===== config.mk =====
export PLATFORM = sky130hd
export DESIGN_NAME = fetch_stage
export DESIGN_NICKNAME = d
export VERILOG_FILES = /design/src/rtl/fetch_stage.sv
export SDC_FILE = /design/constraint.sdc
export NUM_CORES = 1
export LEC_CHECK = 0
export CAP_MARGIN = 20
export CORE_MARGIN = 2
export CORE_UTILIZATION = 41
export DETAILED_ROUTE_END_ITERATION = 10
export PLACE_DENSITY = 0.95
export SYNTH_ARGS = -nofsm -noshare
export SYNTH_HDL_FRONTEND = slang
export SYNTH_SLANG_ARGS = --single-unit
export TNS_END_PERCENT = 10

===== constraint.sdc =====
create_clock -name clk -period 6.26 [get_ports clk]
set_clock_uncertainty 0.1 [all_clocks]
set_input_delay 0.939 -clock clk [delete_from_list [all_inputs] [get_ports clk]]
set_output_delay 0.939 -clock clk [all_outputs]
set_load 0.02 [all_outputs]

===== src/rtl/fetch_stage.sv =====
// Instruction fetch stage: PC sequencing, IMEM/BIOS source select and bubble insertion.
// Build option FETCH_BIOS_EN enables the BIOS region (pc[31:28]==4'h4) as an instruction source.
module fetch_stage #(
  parameter logic [31:0] RESET_PC  = 32'h4000_0000,
  parameter logic [31:0] NOP_INSTR = 32'h0000_0013
) (
  input  logic        clk,
  input  logic        rst_n,
  input  logic        stall,
  input  logic        redirect,
  input  logic [31:0] redirect_pc,
  output logic [13:0] imem_addr,
  input  logic [31:0] imem_dout,
  output logic [11:0] bios_addr,
  input  logic [31:0] bios_dout,
  output logic [31:0] instr,
  output logic [31:0] instr_pc,
  output logic        instr_valid,
  output logic [31:0] fetch_cnt
);

  // state | meaning
  // FIRST | just out of reset; memory is still loading the word at RESET_PC
  // RUN   | memory read data corresponds to pc_q
  typedef enum logic {
    FIRST = 1'b0,
    RUN   = 1'b1
  } state_e;

  state_e      state_q, state_d;
  logic [31:0] pc_q, pc_d;
  logic [31:0] fetch_cnt_q, fetch_cnt_d;
  logic [31:0] next_pc;
  logic [31:0] src_word;
  logic        src_ok;
  logic        accept;

  // State register
  always_ff @(posedge clk or negedge rst_n) begin
    if (!rst_n) begin
      state_q <= FIRST;
    end else begin
      state_q <= state_d;
    end
  end

  // Next-state logic: FIRST lasts exactly one edge, RUN holds until reset
  always_comb begin
    state_d = state_q;
    case (state_q)
      FIRST:   state_d = RUN;
      RUN:     state_d = RUN;
      default: state_d = FIRST;
    endcase
  end

  // Output logic
  always_comb begin
    instr_valid = 1'b0;
    instr       = NOP_INSTR;
    if ((state_q == RUN) && !redirect && src_ok) begin
      instr_valid = 1'b1;
      instr       = src_word;
    end
  end

  // Next PC; FIRST keeps the reset address so the preloaded word is re-read
  always_comb begin
    next_pc = pc_q + 32'd4;
    if (state_q == FIRST) begin
      next_pc = RESET_PC;
    end else if (redirect) begin
      next_pc = {redirect_pc[31:2], 2'b00};
    end else if (stall) begin
      next_pc = pc_q;
    end
  end

  // Region decode on the PC whose data is on the memory outputs this cycle
  always_comb begin
    src_word = NOP_INSTR;
    src_ok   = 1'b0;
    if (pc_q[31:28] == 4'h1) begin
      src_word = imem_dout;
      src_ok   = 1'b1;
    end
`ifdef FETCH_BIOS_EN
    else if (pc_q[31:28] == 4'h4) begin
      src_word = bios_dout;
      src_ok   = 1'b1;
    end
`endif
  end

  assign accept      = instr_valid & ~stall;
  assign pc_d        = next_pc;
  assign fetch_cnt_d = fetch_cnt_q + {31'd0, accept};

  always_ff @(posedge clk or negedge rst_n) begin
    if (!rst_n) begin
      pc_q        <= RESET_PC;
      fetch_cnt_q <= 32'd0;
    end else begin
      pc_q        <= pc_d;
      fetch_cnt_q <= fetch_cnt_d;
    end
  end

  assign imem_addr = next_pc[15:2];
`ifdef FETCH_BIOS_EN
  assign bios_addr = next_pc[13:2];
  logic unused_bits;
  assign unused_bits = ^redirect_pc[1:0];
`else
  assign bios_addr = 12'd0;
  logic unused_bits;
  assign unused_bits = ^{bios_dout, redirect_pc[1:0]};
`endif

  assign instr_pc  = pc_q;
  assign fetch_cnt = fetch_cnt_q;

endmodule


==> results_dict.tcl <==
set metrics [dict create \
    area_delta_synth_final_pct 50.7 \
    setup_viol 0 \
    whs_path_depth 1 \
    crit_arrival_ns 3.67 \
    die_area_um2 10100 \
    maxCapViolations 0 \
    postCtsHoldBufs 0 \
    grt_usage 0.226 \
    cts_resized 0 \
    startpoint_type "input pin" \
    avgViaCountPerCell 5.54 \
    netlist_instances 409 \
    min_period_ns 4.71 \
    post_cts_buffers 0 \
    drt-initial-drc-count 132 \
    fillCellCount 748 \
    grt_pass1_wl_mm 18.1 \
    grt.overflow.total 0 \
    coreArea_um2 9110 \
    grt_pass1_vias 3516 \
    fin_setup_tns_ns 0 \
    cts_htree_levels 3 \
    num_rows 35 \
    fmax_mhz 212 \
    start_util 0.419 \
    chipHeight_um 100 \
    synth_seq_cells 63 \
    ff2ff_path_depth 10 \
    hold_slack_ns 0.371 \
    worstMarginPinSlew_ns 0.902 \
    finalCritPeriodShare 0.752 \
    multiInputGateArea_um2 1960 \
    numClockSinks 63 \
    cellPowerDensity_nw_per_um2 184 \
    routed_wl_mm 11.5 \
    insertion_delay_ns 0.33 \
    maxSlewViolCount 0 \
    cp.required_ns 5.22 \
    cts_tree "done" \
    ant_nets 0 \
    cts_made_buffers 9 \
    drive_gt1_frac 0.0544 \
    root_buffer "clkbuf_8" \
    seq_area_frac_synth 0.414 \
    place_congestion 0.808 \
    diodes 0 \
    total_leakage_power_nw 2.29 \
    drtPass1Iterations 4 \
    wire_per_inst_um 16.9 \
    port_buffers 174 \
    num_io_pins 223 \
    slew-limit-headroom 0.399 \
    ys_types 43 \
    syn_area_per_cell_um2 9.32 \
    hpwl_mm 8.59 \
    rsz0062_at_grt "no" \
    seqCellArea_um2 1580 \
    hold_violations 0 \
    synth-async-reset-ratio 1.00 \
    synth_edf_count 0 \
    status "finished, final reports clean" \
    worst-setup-path-type "in -> out" \
    grt_max_degree 64 \
    antenna_found_initial 0 \
    clk_path_buf_depth 2 \
    worst_ir_drop_vdd_mv 0.122 \
    crit_path_max_fanout 14 \
    drc 0 \
    num_vias 3774 \
    path_clk_slew_ns 0.07 \
    nets 669 \
    worstHoldPathType "reg -> reg" \
    die_w_um 100 \
    worst_setup_path_end_kind "primary output" \
    synthFlopType "dfrtp_1" \
    ys_warn_count 0 \
    synth.cell_area_um2 3810 \
]
[flip-flops by register name, indices dropped and copies added, names as in the netlist]
register / cells
instr_pc: 30
fetch_cnt: 32
state_q: 1
[layer usage]
layer  vias up  wire length, um  GRT usage
li1       1760                -          -
met1      1851             4710      0.288
met2       143             5910      0.382
met3        20              690     0.0501
met4         0              206     0.0706
met5         -                0          0
[stage by stage]
stage	utilization	worst slack, ns	std cells	power, W	instance area (um^2)
after floorplan	-	2.92	422	0.000534	3860
after global placement	0.604	1.77	665	0.000619	5500
after detailed placement	0.604	1.68	665	0.000624	5500
after CTS	0.631	1.65	681	0.00106	5740
after global routing	0.631	1.43	681	0.00110	5740
final	0.631	1.55	681	0.00106	5740
[cell usage in the layout, fill, tap and decap left out, types with 7 or more instances in the layout]
master / n
a211oi_1: 7
xor2_1: 7
or4_1: 9
nand2_1: 22
and4_1: 10
nor4_1: 9
nand3_1: 16
clkbuf_8: 10
nand4_1: 26
a31oi_1: 9
nand2b_1: 7
and2_1: 31
nor2_1: 13
nor3_1: 9
xnor2_1: 31
o21ai_0: 26
dfrtp_1: 62
buf_4: 8
inv_1: 7
conb_1: 15
clkdlybuf4s50_1: 173
[cell usage after synthesis, drive strengths merged, types with 4 or more instances]
cell | count | area (um^2)
nand4 | 27 | 184
and4 | 10 | 87.6
nor3b | 4 | 30.0
and3 | 6 | 37.5
nand2b | 7 | 43.8
xor2 | 7 | 61.3
o21ai | 26 | 130
o31ai | 6 | 45.0
xnor2 | 31 | 272
dfrtp | 62 | 1550
nor3 | 10 | 50.1
nand2 | 22 | 82.6
o211a | 5 | 50.1
nand3 | 16 | 80.1
nor2b | 5 | 31.3
inv | 7 | 26.3
nor2 | 13 | 48.8
or4 | 9 | 67.6
a211oi | 7 | 52.6
nor4 | 9 | 56.3
and2 | 31 | 194
a311oi | 4 | 35.0
ha | 4 | 50.1
buf | 31 | 231
a31oi | 9 | 56.3
clkbuf | 19 | 71.3
[power breakdown]
group	switching, W	total [W]	internal (W)
registers	0.0000255	0.000446	0.000421
clock network	0.000164	0.000438	0.000274
logic	0.0000823	0.000171	0.0000886
[final cells by class]
cell class | count | area share
multi-input combinational | 302 | 0.341
timing repair buffer | 182 | 0.313
sequential | 63 | 0.275
tap | 111 | 0.0242
clock buffer | 10 | 0.0240
clock inverter | 6 | 0.0187
inverter | 7 | 0.00457
[worst max-delay path, stage by stage]
cell             delay [ns]
clkdlybuf4s50_1        0.66
nand4b_1               0.48
nor3_1                 0.40
a311oi_1               0.15
nor3_1                 0.35
clkdlybuf4s50_1        0.69
[path summary, 6_finish.rpt]
path | from | endpoint | slack (ns)
hold reg to reg | fetch_cnt[31]$_DFF_PN0_ | fetch_cnt[31]$_DFF_PN0_ | 0.37
max in group asynchronous | rst_n | instr_pc[4]$_DFF_PN0_ | 4.83
setup reg to reg | state_q$_DFF_PN0_ | fetch_cnt[26]$_DFF_PN0_ | 2.70
hold / removal | fetch_cnt[31]$_DFF_PN0_ | fetch_cnt[31]$_DFF_PN0_ | 0.37
setup / recovery | stall | imem_addr[12] | 1.55
min in group asynchronous | rst_n | fetch_cnt[8]$_DFF_PN0_ | 0.69
[cells by family after synthesis]
family                   synth area share
AND/OR/NAND/NOR                     0.282
flip-flops                          0.414
XOR/XNOR                           0.0873
adder cells (fa/ha/maj)            0.0131
AO/OA/AOI/OAI                       0.113
multiplexers                      0.00263
other                             0.00197
buffers and inverters              0.0863
(Power assumes the default switching activity.)
